===== src/rtl/sega_pad_scanner_if.sv =====
// DB9 Mega Drive pad pins plus decoded joystick results.
// master = scanner side, slave = connector/port-logic side.
interface sega_pad_scanner_if;
    logic       en;
    logic       joy_up;
    logic       joy_down;
    logic       joy_left;
    logic       joy_right;
    logic       joy_b;
    logic       joy_c;
    logic       joy_sel;
    logic [7:0] kempston_data;
    logic       pad_present;
    logic       pad_6btn;
    logic [3:0] xyzm;

    modport master (
        input  en,
        input  joy_up,
        input  joy_down,
        input  joy_left,
        input  joy_right,
        input  joy_b,
        input  joy_c,
        output joy_sel,
        output kempston_data,
        output pad_present,
        output pad_6btn,
        output xyzm
    );

    modport slave (
        output en,
        output joy_up,
        output joy_down,
        output joy_left,
        output joy_right,
        output joy_b,
        output joy_c,
        input  joy_sel,
        input  kempston_data,
        input  pad_present,
        input  pad_6btn,
        input  xyzm
    );
endinterface


===== src/rtl/sega_pad_scanner.sv =====
// Mega Drive 3/6-button pad poller: toggles SELECT, samples the pins,
// and publishes an active-high Kempston byte once per frame.
module sega_pad_scanner #(
    parameter int PHASE_CYCLES = 280,
    parameter int IDLE_CYCLES  = 56000
) (
    input  logic              clk28,
    input  logic              rst_n,
    sega_pad_scanner_if.master pad
);
    localparam int PW = $clog2(PHASE_CYCLES);
    localparam int IW = $clog2(IDLE_CYCLES);
    localparam int CW = (IW > PW) ? IW : PW;
    localparam logic [CW-1:0] IDLE_LAST = CW'(IDLE_CYCLES - 1);
    localparam logic [CW-1:0] PH_LAST   = CW'(PHASE_CYCLES - 1);

    typedef enum logic {IDLE, SCAN} state_t;

    state_t        state, state_d;
    logic [CW-1:0] cnt, cnt_d;
    logic [2:0]    phase, phase_d;

    logic [5:0] sync1, sync2;
    logic [5:0] prs;

    logic sel_d, upd_d, upd_q, sel_q;
    logic smp0, smp1, smp5, smp6;

    logic [3:0] sh_dir;
    logic       sh_b, sh_c, sh_a, sh_st;
    logic       sh_pres, sh_six;
    logic [3:0] sh_xyzm;

    logic [7:0] kd_q;
    logic       pres_q, six_q;
    logic [3:0] xyzm_q;

    // {up,down,left,right,b,c}; pins idle high through pull-ups
    always_ff @(posedge clk28 or negedge rst_n) begin
        if (!rst_n) begin
            sync1 <= '1;
            sync2 <= '1;
        end else begin
            sync1 <= {pad.joy_up, pad.joy_down, pad.joy_left,
                      pad.joy_right, pad.joy_b, pad.joy_c};
            sync2 <= sync1;
        end
    end

    assign prs = ~sync2;

    always_ff @(posedge clk28 or negedge rst_n) begin
        if (!rst_n) begin
            state <= IDLE;
            cnt   <= '0;
            phase <= '0;
        end else begin
            state <= state_d;
            cnt   <= cnt_d;
            phase <= phase_d;
        end
    end

    always_comb begin
        state_d = state;
        cnt_d   = cnt;
        phase_d = phase;
        unique case (state)
            IDLE: begin
                if (!pad.en) begin
                    cnt_d = '0;
                end else if (cnt == IDLE_LAST) begin
                    state_d = SCAN;
                    cnt_d   = '0;
                    phase_d = '0;
                end else begin
                    cnt_d = cnt + 1'b1;
                end
            end
            SCAN: begin
                if (!pad.en) begin
                    state_d = IDLE;
                    cnt_d   = '0;
                    phase_d = '0;
                end else if (cnt == PH_LAST) begin
                    cnt_d = '0;
                    if (phase == 3'd7) begin
                        state_d = IDLE;
                        phase_d = '0;
                    end else begin
                        phase_d = phase + 3'd1;
                    end
                end else begin
                    cnt_d = cnt + 1'b1;
                end
            end
            default: state_d = IDLE;
        endcase
    end

    always_comb begin
        sel_d = (state_d == IDLE) ? 1'b1 : ~phase_d[0];
        upd_d = 1'b0;
        smp0  = 1'b0;
        smp1  = 1'b0;
        smp5  = 1'b0;
        smp6  = 1'b0;
        if (pad.en && state == SCAN && cnt == PH_LAST) begin
            unique case (1'b1)
                phase == 3'd0: smp0  = 1'b1;
                phase == 3'd1: smp1  = 1'b1;
                phase == 3'd5: smp5  = 1'b1;
                phase == 3'd6: smp6  = 1'b1;
                phase == 3'd7: upd_d = 1'b1;
                default: ;
            endcase
        end
    end

    always_ff @(posedge clk28 or negedge rst_n) begin
        if (!rst_n) begin
            sel_q <= 1'b1;
            upd_q <= 1'b0;
        end else begin
            sel_q <= sel_d;
            upd_q <= upd_d;
        end
    end

    always_ff @(posedge clk28 or negedge rst_n) begin
        if (!rst_n) begin
            sh_dir  <= '0;
            sh_b    <= 1'b0;
            sh_c    <= 1'b0;
            sh_a    <= 1'b0;
            sh_st   <= 1'b0;
            sh_pres <= 1'b0;
            sh_six  <= 1'b0;
            sh_xyzm <= '0;
        end else if (!pad.en) begin
            sh_dir  <= '0;
            sh_b    <= 1'b0;
            sh_c    <= 1'b0;
            sh_a    <= 1'b0;
            sh_st   <= 1'b0;
            sh_pres <= 1'b0;
            sh_six  <= 1'b0;
            sh_xyzm <= '0;
        end else begin
            if (smp0) begin
                sh_dir <= prs[5:2];
                sh_b   <= prs[1];
                sh_c   <= prs[0];
            end
            if (smp1) begin
                sh_pres <= prs[3] & prs[2];
                sh_a    <= prs[1];
                sh_st   <= prs[0];
            end
            if (smp5) begin
                sh_six <= &prs[5:2];
            end
            // 6-button high phase: up/down/left/right carry Z/Y/X/MODE
            if (smp6) begin
                sh_xyzm <= sh_six ? {prs[2], prs[3], prs[4], prs[5]} : 4'd0;
            end
        end
    end

    always_ff @(posedge clk28 or negedge rst_n) begin
        if (!rst_n) begin
            kd_q   <= '0;
            pres_q <= 1'b0;
            six_q  <= 1'b0;
            xyzm_q <= '0;
        end else if (!pad.en) begin
            kd_q   <= '0;
            pres_q <= 1'b0;
            six_q  <= 1'b0;
            xyzm_q <= '0;
        end else if (upd_q) begin
            kd_q   <= sh_pres ? {sh_st, sh_a, sh_c, sh_b, sh_dir} : 8'd0;
            pres_q <= sh_pres;
            six_q  <= sh_pres & sh_six;
            xyzm_q <= sh_pres ? sh_xyzm : 4'd0;
        end
    end

    assign pad.joy_sel       = sel_q;
    assign pad.kempston_data = kd_q;
    assign pad.pad_present   = pres_q;
    assign pad.pad_6btn      = six_q;
    assign pad.xyzm          = xyzm_q;
endmodule


===== src/flat_wrapper.sv =====
// flat-port wrapper written by rule: the top's interface ports become plain ports
module sega_pad_scanner_flat 
#(
    parameter int PHASE_CYCLES = 280,
    parameter int IDLE_CYCLES  = 56000
)
  (clk28, rst_n, pad_en, pad_joy_up, pad_joy_down, pad_joy_left, pad_joy_right, pad_joy_b, pad_joy_c, pad_joy_sel, pad_kempston_data, pad_pad_present, pad_pad_6btn, pad_xyzm);
  sega_pad_scanner_if pad_i ();
  input  logic clk28;
  input  logic rst_n;
  input wire logic [$bits(pad_i.en)-1:0] pad_en;
  input wire logic [$bits(pad_i.joy_up)-1:0] pad_joy_up;
  input wire logic [$bits(pad_i.joy_down)-1:0] pad_joy_down;
  input wire logic [$bits(pad_i.joy_left)-1:0] pad_joy_left;
  input wire logic [$bits(pad_i.joy_right)-1:0] pad_joy_right;
  input wire logic [$bits(pad_i.joy_b)-1:0] pad_joy_b;
  input wire logic [$bits(pad_i.joy_c)-1:0] pad_joy_c;
  output wire logic [$bits(pad_i.joy_sel)-1:0] pad_joy_sel;
  output wire logic [$bits(pad_i.kempston_data)-1:0] pad_kempston_data;
  output wire logic [$bits(pad_i.pad_present)-1:0] pad_pad_present;
  output wire logic [$bits(pad_i.pad_6btn)-1:0] pad_pad_6btn;
  output wire logic [$bits(pad_i.xyzm)-1:0] pad_xyzm;
  assign pad_i.en = pad_en;
  assign pad_i.joy_up = pad_joy_up;
  assign pad_i.joy_down = pad_joy_down;
  assign pad_i.joy_left = pad_joy_left;
  assign pad_i.joy_right = pad_joy_right;
  assign pad_i.joy_b = pad_joy_b;
  assign pad_i.joy_c = pad_joy_c;
  assign pad_joy_sel = pad_i.joy_sel;
  assign pad_kempston_data = pad_i.kempston_data;
  assign pad_pad_present = pad_i.pad_present;
  assign pad_pad_6btn = pad_i.pad_6btn;
  assign pad_xyzm = pad_i.xyzm;
  sega_pad_scanner #(.PHASE_CYCLES(PHASE_CYCLES), .IDLE_CYCLES(IDLE_CYCLES)) u_core (.clk28(clk28), .rst_n(rst_n), .pad(pad_i));
endmodule

===== config.mk =====
export PLATFORM = sky130hd
export DESIGN_NAME = sega_pad_scanner_flat
export DESIGN_NICKNAME = d
export VERILOG_FILES = /design/src/rtl/sega_pad_scanner_if.sv /design/src/rtl/sega_pad_scanner.sv /design/src/flat_wrapper.sv
export SDC_FILE = /design/constraint.sdc
export NUM_CORES = 1
export LEC_CHECK = 0
export CAP_MARGIN = 25
export CORE_UTILIZATION = 51
export DETAILED_ROUTE_END_ITERATION = 6
export HOLD_SLACK_MARGIN = 0.08
export PLACE_DENSITY_LB_ADDON = 0.3
export SYNTH_ARGS = -nofsm -noshare
export SYNTH_HDL_FRONTEND = slang
export SYNTH_SLANG_ARGS = --single-unit

===== constraint.sdc =====
create_clock -name clk28 -period 2.1 [get_ports clk28]
set_clock_uncertainty 0.2 [all_clocks]
set_input_delay 0.63 -clock clk28 [delete_from_list [all_inputs] [get_ports clk28]]
set_output_delay 0.63 -clock clk28 [all_outputs]
set_load 0.05 [all_outputs]

* After elaboration in Yosys (flattened, before gate mapping)
Index checks and enable logic that the tools add are counted.
** Operators by class
- Add/subtract/negate cells :: 2
- Eq/ne operators :: 14
- Muxes and demuxes :: 55
- Bitwise gates (word level) :: 5
- Reductions and logical operators :: 5
** Operators by type and width (number)
- 2-to-1 mux 16 bit :: 4
- 2-to-1 mux 1 bit :: 32
- 2-to-1 mux 4 bit :: 8
- case mux 16 bit (2 select lines) :: 1
- 2-to-1 mux 8 bit :: 3
- adder 16 x 1 -> 16 bit, second input constant :: 1
- == test 16 bit, second input constant :: 1
- == test 16 x 9 -> 1 bit, second input constant :: 1
- 2-to-1 mux 3 bit :: 5
- inequality test 2 x 1 -> 1 bit, second input constant :: 6
- == test 3 bit, second input constant :: 3
- inverter 6 bit :: 1
- case mux 3 bit (2 select lines) :: 1
- AND reduction 4 bit :: 1
- adder 3 x 1 -> 3 bit, second input constant :: 1
- == test 3 x 1 -> 1 bit, second input constant :: 1
- zero test 3 bit :: 1
- inequality test 3 bit, second input constant :: 1
- AND reduction 3 bit :: 1
- AND 1 bit :: 2
- logical AND 1 bit :: 2
- inequality test 2 bit, second input constant :: 1
- inverter 1 bit :: 2
- case mux 1 bit (2 select lines) :: 1
** Storage, ports and cells
- Register bits after elaboration :: 62
- Input port bits :: 9
- Output and inout bits :: 15
- Word-level logic and storage cells :: 101

* Longest topological paths before layout
- Depth after elaboration :: 7
- Depth in mapped cells :: 6
- Depth with buffers taken out :: 5

* Worst setup path after synthesis
Ideal clock, no wire load.
- Path kind :: reg2reg
- From :: reg u_core.cnt[0]
- To :: reg u_core.cnt[10]
- Data arrival time :: 1.843 ns
- Data required time :: 1.781 ns
- Slack :: -0.062 ns
- Cell stages (with the launch flop) :: 7
- Cell sequence :: dfrtp_1 -> ha_1 -> or4b_4 -> nor4_4 -> a2bb2oi_4 -> buf_6 -> nor2_1
** On the way
- Longest elaborated chain between the ends :: 4
- Elaborated cells on any way between the ends :: 8
** Ends and longest elaborated chain
- start, declared :: RTL line sega_pad_scanner.sv:20 : logic [CW-1:0] cnt, cnt_d;
- start signal, assigned :: RTL line sega_pad_scanner.sv:59 : cnt <= cnt_d;
- adder 16 x 1 -> 16 bit (tied with other cells) :: RTL line sega_pad_scanner.sv:77, sega_pad_scanner.sv:94
- 2-to-1 mux 16 bit, on equally long branches :: RTL line sega_pad_scanner.sv:85, sega_pad_scanner.sv:72
- 2-to-1 mux 16 bit, on equally long branches :: RTL line sega_pad_scanner.sv:81, sega_pad_scanner.sv:70
- case mux 16 bit (2 select lines) * :: RTL line sega_pad_scanner.sv:68 : unique case (state)
- named net u_core.cnt_d[10] :: RTL line sega_pad_scanner.sv:20
The timed path passes the listed nets; every way through them passes the cells marked *.
A chain may end at the register's enable or synchronous reset.

* Worst setup path after layout
- From :: in pad_en
- To :: reg u_core.phase[1]
** On the way
- Longest elaborated chain between the ends :: 2
- Elaborated cells on any way between the ends :: 5
** Ends and longest elaborated chain
- start, declared :: RTL line flat_wrapper.sv:11 : input wire logic [$bits(pad_i.en)-1:0] pad_en;
- inequality test 3 bit (no source line) (tied with other cells)
- AND reduction 3 bit (no source line) / case mux 3 bit (2 select lines) (equally long branches)
- end signal, assigned :: RTL line sega_pad_scanner.sv:60 : phase <= phase_d;
- end, declared :: RTL line sega_pad_scanner.sv:21 : logic [2:0] phase, phase_d;
Several ways; a longest one is shown, not always the timed one.

==> qor.csv <==
metric,value,unit
metal3 WL,152,µm
Synth Warn #,0,
CP top delay family,buffers and inverters,
synthesized cell area,2790,µm²
#FFs+latches synth,62,
Inserted Clock Buffers,9,
Cell Pwr Density,678,nW/µm²
IO Port Bufs,23,
CP Cell Sequence,"clkdlybuf4s50_1, buf_4, nand4_1, nor4_4, o2bb2ai_2, a22o_1",
FILL cells,419,
Initial Utilization,0.539,
Crit-path slowest cell,clkdlybuf4s50_1,
final hold viol count,0,
Iteration-0 DRC Markers,117,
Syn Area/Cell,11.0,µm²
"Net Count, Synth",268,
Post-Route WL,5570,µm
most frequent cells in the layout,"dfrtp_1 (49), buf_4 (35), nor2_1 (21)",
Slew @ Worst Pin,0.457,ns
sequential fraction of the synthesis area,0.562,
Synth area leaders,"dfrtp_1 (44%), dfstp_2 (12%), mux2i_1 (3.9%)",
# nets final,313,
Top Ports,24,
"Remaining Overflow, GRT",0,
post-route insts no fill,373,
"Reg clk slew, reported paths",0.07,ns
status,"finished, final reports clean",
ANT nets after route,0,
layout overhead on the synthesized area,24.1,%
ANT cells,0,
hold_buf cts,0,
clk_lat worst skew,0.34,ns
CTS root buf,clkbuf_8,
"EDFF count, synth",0,
fmax,485,MHz
Slew Limit Fails,0,
largest net degree at the start of global routing,63,
main combinational cell family by area after synthesis,simple AND/OR/NAND/NOR gates,
fraction of final layout cells sized beyond drive strength 1,0.254,
CP Launch Type,input pin,
worst setup path category,input pin to flop,
top layer in use,met4,
Rel. slew slack,0.695,
fin crit share,0.982,
Synth Area in Adders,0.0269,
Max H-tree Level,3,
ys async rst share,1.00,
chip width,75.9,µm
area fraction of the dominant cell type after synthesis,0.440,
biggest area consumer among synthesized cells,dfrtp_1,
dpl cells,357,
via count,2034,
CP Capture Type,flop,
CTS tree,built,
dpl cell area,3210,µm²
die area,5770,µm²
routed vias/inst,5.45,
Core Region,5170,µm²
# clock sinks,62,
"Distinct cells, synth",41,
Critical Path AT,2.09,ns
met1 WL,2510,µm
"most common cell after layout, fill and taps aside",dfrtp_1,
RePlAce Congestion,0.808,
GRT Overall Usage,0.207,
Compound-Gate Fraction of Synth Area,0.0763,
# DRC,0,
HP Class,input pin to asynchronous set/reset pin,
Core Rows,26,
minimum clock period,2.06,ns
detailed-router iteration count before antenna repair,7,
Setup Viol. Count Final,0,
Crit path required time,2.12,ns
DR WL met2,2800,µm
Chip Height,75.9,µm
"Design Area, Final",3460,µm²
Post-Synth XOR/XNOR Area,0.0408,
maxcap violations,0,
Pwr Total,2.35,mW
Mapped Cells,253,
vias in the first global route,1953,
"Largest stage delay, worst path",0.48,ns
VDD IR max,539,µV
Worst Path Buf+Inv,2,
DR WL/cell,14.9,µm
"Top FF cell, synth",dfrtp_1,
hpwl dp,3550,µm
CTS max path bufs,2,
post-synthesis simple-gate area fraction,0.224,
Leak,1.50,nW
CP Max Fanout,6,
mux contribution to synthesized area,0.0395,
global-route wire length before repair,9200,µm
antenna violations before repair,0,
-- cell usage after synthesis, types with 2 or more instances --
cell,n
dfrtp_1,49
nor2_1,21
nand3_1,20
nand2b_1,17
nand2_1,15
a21oi_1,14
dfstp_2,13
mux2i_1,11
xnor2_1,11
nand4_1,10
clkbuf_1,9
ha_1,6
nor4_1,6
inv_1,5
nor3_1,5
a31oi_1,4
a311oi_1,3
nand3b_1,3
nor2b_1,3
a22o_1,2
and2_1,2
and3_1,2
buf_6,2
nor4b_1,2
xor2_1,2
-- power breakdown --
part | internal, mW | switching [mW]
sequential | 1.22 | 0.0120
clock | 0.543 | 0.462
combinational | 0.0490 | 0.0589
total | 1.81 | 0.533
-- flip-flops by register name (all words and copies together), names as in the netlist, 3 cells and up --
signal                    cells
u_core.sync2                  6
u_core.sh_dir                 4
u_core.pad.xyzm               4
u_core.cnt                   16
u_core.sync1                  6
u_core.pad.kempston_data      8
u_core.sh_xyzm                4
u_core.phase                  3
-- stage by stage --
| stage | util | hold WS [ns] | worst slack [ns] | setup TNS (ns) |
|---|---|---|---|---|
| 6_report | 0.669 | 0.0975 | 0.0373 | 0 |
| 5_1_grt | 0.669 | 0.113 | -0.00000955 | -0.00000955 |
| 4_1_cts | 0.659 | 0.0983 | 0.00666 | 0 |
| 3_5_place_dp | 0.621 | 0.147 | -0.214 | -1.87 |
| 3_3_place_gp | 0.621 | 0.146 | -0.176 | -1.54 |
| 2_1_floorplan | - | 0.134 | 0.0834 | 0 |
-- timing repair --
| action | in CTS | in global routing |
|---|---|---|
| endpoints found under the hold margin | 0 | 0 |
| setup endpoints to repair | 13 | 12 |
| pin swaps | 1 | 3 |
| gates resized for setup | 2 | 7 |
| buffers inserted | 0 | 0 |
-- cells by family after synthesis --
| family | after synthesis |
|---|---|
| AO/OA/AOI/OAI | 30 |
| XOR/XNOR | 13 |
| adder cells (fa/ha/maj) | 6 |
| buffers and inverters | 18 |
| flip-flops | 62 |
| multiplexers | 11 |
| AND/OR/NAND/NOR | 113 |
-- area by class of cell --
class                           count  area, µm²  share of cell area
Sequential cell                    62       1570               0.453
Multi-Input combinational cell    173       1190               0.345
Timing Repair Buffer               46        398               0.115
Clock buffer                       10        128              0.0369
Tap cell                           70       87.6              0.0253
Clock inverter                      6       62.6              0.0181
Inverter                            6       22.5             0.00651
-- worst reg2reg max path: stages, from the launching register on --
cell	delay (ns)
dfrtp_1	0.40
ha_4	0.17
or4b_4	0.51
nor4_4	0.25
a2bb2oi_4	0.19
buf_12	0.15
nor2_1	0.06
-- layer usage --
layer | track usage | vias up
met5 | 0 | -
met4 | 0.102 | 0
met3 | 0.0518 | 11
met2 | 0.338 | 39
met1 | 0.256 | 993
li1 | - | 991
-- worst paths after layout --
| kind | cells past startpoint | startpoint | end | slack (ns) |
|---|---|---|---|---|
| worst max-delay path | 6 | pad_en | u_core.phase[1]$_DFFE_PN0P_ | 0.04 |
| worst min-delay path | 2 | rst_n | u_core.pad.xyzm[1]$_DFFE_PN0P_ | 0.1 |
| worst max register to register | 6 | u_core.cnt[1]$_DFF_PN0_ | u_core.cnt[11]$_DFF_PN0_ | 0.07 |
| worst min register to register | 0 | u_core.sync1[0]$_DFF_PN1_ | u_core.sync2[0]$_DFF_PN1_ | 0.16 |
| max in group asynchronous | 2 | rst_n | u_core.sync2[2]$_DFF_PN1_ | 1.31 |
| min in group clk28 | 0 | u_core.sync1[0]$_DFF_PN1_ | u_core.sync2[0]$_DFF_PN1_ | 0.16 |
(Power assumes the default switching activity.)
